[config.mk]
export PLATFORM = sky130hd
export DESIGN_NAME = mem_arbiter16
export DESIGN_NICKNAME = d
export VERILOG_FILES = /design/src/rtl/mem_arbiter16_pkg.sv /design/src/rtl/mem_arbiter16_pick2.sv /design/src/rtl/mem_arbiter16.sv
export SDC_FILE = /design/constraint.sdc
export NUM_CORES = 1
export LEC_CHECK = 0
export ABC_CLOCK_PERIOD_IN_PS = 3610
export BUFFER_PORTS_ARGS = -buffer_cell sky130_fd_sc_hd__buf_2
export CAP_MARGIN = 25
export CORE_UTILIZATION = 50
export CTS_CLUSTER_DIAMETER = 120
export CTS_CLUSTER_SIZE = 25
export DETAILED_ROUTE_END_ITERATION = 10
export PLACE_DENSITY = 0.95
export SLEW_MARGIN = 15
export SYNTH_ARGS = -nofsm -noshare
export SYNTH_HDL_FRONTEND = slang
export SYNTH_SLANG_ARGS = --single-unit
[constraint.sdc]
create_clock -name clk -period 3.61 [get_ports clk]
set_input_delay 0.1805 -clock clk [delete_from_list [all_inputs] [get_ports clk]]
set_output_delay 0.1805 -clock clk [all_outputs]
set_load 0.03 [all_outputs]
[src/rtl/mem_arbiter16_pkg.sv]
// Shared definitions for the two-master memory arbiter: state encoding,
// default widths and master index constants.
package mem_arbiter16_pkg;

   localparam int AW_DEF = 16;
   localparam int DW_DEF = 16;

   localparam logic M0 = 1'b0;
   localparam logic M1 = 1'b1;

   typedef enum logic [1:0] {
      ST_IDLE   = 2'd0,
      ST_ACCESS = 2'd1,
      ST_ACK    = 2'd2
   } arb_state_t;

endpackage

[src/rtl/mem_arbiter16_pick2.sv]
// Combinational two-way winner select: a lone requester wins; on a tie either
// fixed priority (m0) or round-robin against the previous winner.
module arb_pick2
   import mem_arbiter16_pkg::*;
#(
   parameter bit RR = 1'b1
) (
   input  logic req0,
   input  logic req1,
   input  logic last,
   output logic grant,
   output logic valid
);

   always_comb begin
      valid = req0 | req1;
      grant = M0;
      if (req0 && req1)
         grant = RR ? ~last : M0;
      else if (req1)
         grant = M1;
   end

endmodule

[src/rtl/mem_arbiter16.sv]
// Two-master arbiter in front of a single-port async-read memory. Each
// transaction runs IDLE -> ACCESS -> ACK, with a one-cycle ack to the owner.
module mem_arbiter16
   import mem_arbiter16_pkg::*;
#(
   parameter int AW = AW_DEF,
   parameter int DW = DW_DEF,
   parameter bit RR = 1'b1
) (
   input  logic          clk,
   input  logic          reset,
   input  logic          m0_req,
   input  logic [AW-1:0] m0_addr,
   input  logic [DW-1:0] m0_wdata,
   input  logic          m0_write,
   output logic          m0_ack,
   output logic [DW-1:0] m0_rdata,
   input  logic          m1_req,
   input  logic [AW-1:0] m1_addr,
   input  logic [DW-1:0] m1_wdata,
   input  logic          m1_write,
   output logic          m1_ack,
   output logic [DW-1:0] m1_rdata,
   output logic [AW-1:0] mem_addr,
   output logic [DW-1:0] mem_wdata,
   output logic          mem_write,
   input  logic [DW-1:0] mem_rdata
);

   arb_state_t state, state_nxt;
   logic       owner;
   logic       last;
   logic       gnt;
   logic       gnt_vld;

   arb_pick2 #(.RR(RR)) u_pick (
      .req0  (m0_req),
      .req1  (m1_req),
      .last  (last),
      .grant (gnt),
      .valid (gnt_vld)
   );

   always_ff @(posedge clk or posedge reset) begin
      if (reset) state <= ST_IDLE;
      else       state <= state_nxt;
   end

   // Requests are only looked at in IDLE; ACCESS and ACK always advance.
   always_comb begin
      state_nxt = state;
      case (state)
         ST_IDLE:   if (gnt_vld) state_nxt = ST_ACCESS;
         ST_ACCESS: state_nxt = ST_ACK;
         ST_ACK:    state_nxt = ST_IDLE;
         default:   state_nxt = ST_IDLE;
      endcase
   end

   // last resets to m1 so the first tie under round-robin goes to m0.
   always_ff @(posedge clk or posedge reset) begin
      if (reset) begin
         owner     <= M0;
         last      <= M1;
         mem_addr  <= '0;
         mem_wdata <= '0;
         mem_write <= 1'b0;
         m0_ack    <= 1'b0;
         m1_ack    <= 1'b0;
         m0_rdata  <= '0;
         m1_rdata  <= '0;
      end else begin
         case (state)
            ST_IDLE: begin
               if (gnt_vld) begin
                  owner     <= gnt;
                  last      <= gnt;
                  mem_addr  <= (gnt == M1) ? m1_addr  : m0_addr;
                  mem_wdata <= (gnt == M1) ? m1_wdata : m0_wdata;
                  mem_write <= (gnt == M1) ? m1_write : m0_write;
               end
            end
            ST_ACCESS: begin
               // mem_write still reflects the transaction type here
               if (!mem_write) begin
                  if (owner == M1) m1_rdata <= mem_rdata;
                  else             m0_rdata <= mem_rdata;
               end
               if (owner == M1) m1_ack <= 1'b1;
               else             m0_ack <= 1'b1;
               mem_write <= 1'b0;
            end
            ST_ACK: begin
               m0_ack <= 1'b0;
               m1_ack <= 1'b0;
            end
            default: ;
         endcase
      end
   end

endmodule

After elaboration in Yosys (flattened, before gate mapping)
Index checks and enable logic that the tools add are counted.

operators by class
  equality and inequality tests = 5
  multiplexer cells = 13
  bitwise operators = 4
  reductions and logical operators = 10

operators with widths
  kind                  number
  $mux W16              2
  $reduce_and A2 Y1     4
  $mux W1               6
  $ne A2 B2 Y1 const B  3
  $pmux W1 S2           3
  $reduce_and A3 Y1     2
  $pmux W2 S2           1
  $reduce_bool A2 Y1    2
  $not A1 Y1            3
  $eq A2 B1 Y1 const B  1
  $eq A2 B2 Y1 const B  1
  $logic_not A2 Y1      1
  $mux W2               1
  $logic_and A1 B1 Y1   1
  $or A1 B1 Y1          1

storage, ports and cells
  flip-flop bits (word level) = 71
  output and inout port bits = 67
  logic and storage cells = 42

Depth between registers and ports, before layout
  word-level depth = 5
  depth in mapped cells = 5

Hierarchy
A second synthesis with hierarchy kept.

unflattened totals
  cell total of the unflattened synthesis = 236
  area total of the unflattened synthesis = 2979.1 sq um

modules (own cells, without submodules)
  module         times used  cells each  area each (sq um)  seq. area each (sq um)
  mem_arbiter16  1           234         2965.3             1778.0
  arb_pick2      1           2           13.8               0.0

Least setup slack after synthesis
Ideal clock, no wire load.

  path type = register to register
  start point = reg state[1]
  end point = reg m0_rdata[0]
  setup time = 0.125 ns
  data arrival time = 1.476 ns
  required time = 3.485 ns
  setup slack = 2.010 ns
  cell stages (with the launch flop) = 5
  path buffers = 1
  period minus slack after synthesis = 1.600 ns
  cell sequence = dfrtp_1 -> nand2b_2 -> nor3_2 -> buf_6 -> mux2_2

on the way
  cells in the longest elaborated chain, start to end = 2

RTL lines
  what                         RTL line             source
  from (decl)                  mem_arbiter16.sv:30  arb_state_t state, state_nxt;
  from (signal assigned)       mem_arbiter16.sv:46  else state <= state_nxt;
  $eq A2 B1 Y1                 mem_arbiter16.sv:73  case (state)
  $reduce_and A3 Y1 (no line)  --
  to (signal assigned)         mem_arbiter16.sv:87  else m0_rdata <= mem_rdata;
  to (decl)                    mem_arbiter16.sv:17  output logic [DW-1:0] m0_rdata,

Every way passes these cells.
A chain may end at the register's enable or synchronous reset.

Final worst setup path
  start point = reg state[0]
  end point = reg mem_wdata[14]

on the way
  cells in the longest elaborated chain, start to end = 2

RTL lines
  what                         RTL line             source
  $logic_not A2 Y1             mem_arbiter16.sv:73
  $reduce_and A2 Y1 (no line)  --
  to (signal assigned)         mem_arbiter16.sv:79  mem_wdata <= (gnt == M1) ? m1_wdata : m0_wdata;
  to (decl)                    mem_arbiter16.sv:25  output logic [DW-1:0] mem_wdata,

Every way passes these cells.

==> metrics.txt <==
status=finished with violations; failing checks=hold timing; post-route ant nets=0; Gate power share=about half; # hold bufs at CTS=0; hold crit path type=input pin to async pin; initial antenna violation count=0; Crit path required time=about 3800 ps; Die W=between 80 and 90 um; period utilisation layout=about 59%; Clk network pwr share=around 15%; Arr. time, crit path=~2300 ps; number of global-route vias before repair=around 2.3k; CTS H-tree depth=3; Netlist cell types=20; first-pass GRT wire length=roughly 11000 um; Clock Tree Buf Depth=2; routability cong.=0.790; reg2reg setup slack=about 1500 ps; met1 Track Usage GR=about a quarter; Port Buffer Count=approximately 150; Avg Cell Area, Syn=16.8 um2; RSZ-0062 raised after global routing=false; layout filler cell count=roughly 460; area growth from synthesis to layout=29.6%; Boundary Pins=153; switching portion of total power=between 40% and 50%; Peak VDD IR=about 710 uV; Crit. End Element=register; setup_tns=0 ps; post-DR wirelength/cell=around 15 um; PD cells=a little over 1000 mW/mm2; hpwl dp=roughly 5000 um; post-synthesis sequential area ratio=between 50% and 60%; Vias/cell=between 4 and 5; Max Cap Viol=0; Starting Density=between 50% and 60%; met3 usage=between 4 and 5%; reg2reg path depth=4; core footprint=0.00639 mm2; CTS Buf Count=9; largest net degree at the start of global routing=39; hold_ws=-12.4 ps; Pre-antenna DRT Iters=4; DRT Wirelength=6720 um; # setup viols final=0; M2 GR Usage=between 30% and 40%; worst-path maximum fanout=24; Worst Setup EP=mem_wdata[14]; GRT Residual Overflow=0; Gates resized, CTS repair=0; Ys Warns=0; Int Pwr=2560 uW; Cells after Synth=between 150 and 200; row count=29; Layout Nets=roughly 440; clk_lat worst skew=~340 ps; Rel. slew slack=48.3%; reg2reg end=mem_wdata[14]; detailed-route via count=around 2.2k; Cell Area, Synth=roughly 0.0033 mm2; critical path startpoint category=register; Slew Limit Fails=0; GR peak layer=met2; fmax=approximately 470 MHz; CP startpoint=state[0]; Leak=roughly 0.0022 uW; worst-case clock skew=around 10 ps; drt first-iter violations=55; DRC=0; crit path kind=register to register; CTS sink count=71; #FFs+latches synth=between 70 and 80; ANT cells=0; Final Hold Vio Count=36; Seq pwr share=between 30% and 40%; all-layer global routing usage=20.4%; total power=approximately 4400 uW; clock-pin slew on the worst setup and hold paths=70 ps; Die H=around 84 um; layout cells sized above 1=76.4%; reg-to-reg startpoint=state[0]; CTS tree=yes; Net Sw Power=between 1500 and 2000 uW; clock root buffer=clkbuf_8; die area=around 0.0070 mm2; Setup Fix Bufs, Post-CTS=0; syn_nets=284; fin crit period=2130 ps; Slew @ Worst Pin=~770 ps
==> power by group through the flow <==
stage / sequential, uW / clock, uW / combinational (uW)
floorplan: 2200 / 0 / 979
global placement: 1430 / 0 / 2240
finish: 1450 / 674 / 2280
global route: 1500 / 727 / 2400
detailed placement: 1460 / 0 / 2300
CTS: 1450 / 688 / 2310
==> sequential cells by signal, indices dropped and copies added (netlist names), 2 cells and up <==
name	flops
state	2
m0_rdata	16
m1_rdata	16
mem_addr	16
mem_wdata	16
==> logic make-up after synthesis <==
kind of cell           Yosys count  synth area share, %
flip-flops                      71                 53.5
multiplexers                    98                 39.5
AO/OA/AOI/OAI                    9                 1.73
AND/OR/NAND/NOR                  6                 1.20
buffers and inverters           14                 4.10
==> worst max-delay path, cell delays in order, from the launching register on <==
cell,delay (ps)
dfrtp_1,450
nor2_1,200
o21a_2,640
buf_4,380
mux2_4,320
==> how the worst min path moves through the flow <==
stage	end	slack [ps]
after global placement	m0_rdata[15]	350
after global routing	last	20
after detailed placement	m0_rdata[14]	370
final	m0_rdata[14]	-10
after floorplan	last	240
after CTS	m1_rdata[7]	1
==> cells in the mapped netlist <==
library cell	count	share of area [%]
a21bo_1	1	0.30
nor3_2	2	0.60
a21oi_1	2	0.30
o21a_1	1	0.23
buf_2	1	0.15
nand2b_2	1	0.26
nor2_1	1	0.11
buf_6	3	1.0
buf_12	3	1.8
inv_1	4	0.45
o21ai_0	3	0.45
mux2_4	56	25
o32ai_1	1	0.26
a31oi_1	1	0.19
nand2_1	2	0.23
mux2i_1	2	0.60
dfstp_2	1	0.79
mux2_2	40	14
dfrtp_1	70	53
buf_4	3	0.68
==> stage by stage <==
stage	util, %	hold WS, ps	cell area [um2]	std cells	setup WS (ps)
floorplan	-	243	3320	198	1630
global placement	64.2	347	4100	422	1540
detailed placement	64.2	367	4100	422	1490
CTS	67.5	1.03	4310	437	1470
global route	67.5	22.6	4310	437	1370
finish	67.5	-12.4	4310	437	1480
==> cells in the final DEF (no fill, tap or decap) <==
| cell | instances |
|---|---|
| mux2_4 | 56 |
| clkinv_4 | 1 |
| o32ai_1 | 1 |
| inv_2 | 1 |
| clkinv_2 | 2 |
| a21bo_2 | 1 |
| a31oi_1 | 1 |
| o21a_2 | 1 |
| mux2_2 | 40 |
| a21oi_1 | 2 |
| dfstp_2 | 1 |
| buf_2 | 152 |
| dfrtp_1 | 70 |
| bufinv_16 | 2 |
| nor3_2 | 2 |
| clkinvlp_4 | 1 |
| nand2_1 | 2 |
| inv_1 | 3 |
| mux2i_1 | 2 |
| buf_4 | 5 |
| nor2_1 | 1 |
| o21ai_0 | 3 |
| clkbuf_8 | 9 |
| nand2b_2 | 1 |
==> metal layers <==
metal | up-vias | wire length, um
met4 | 0 | 114
met2 | 103 | 3420
li1 | 1021 | -
met1 | 1042 | 2770
met3 | 11 | 421
met5 | - | 0
==> layout make-up <==
class	instances	area (um2)	area share, %
multi-input combinational	113	1410	32.7
clock inverter	6	86.3	2.00
timing repair buffer	157	798	18.5
tap	77	96.3	2.24
sequential	71	1780	41.3
clock buffer	9	124	2.88
inverter	4	15.0	0.349
(Power assumes the default switching activity.)
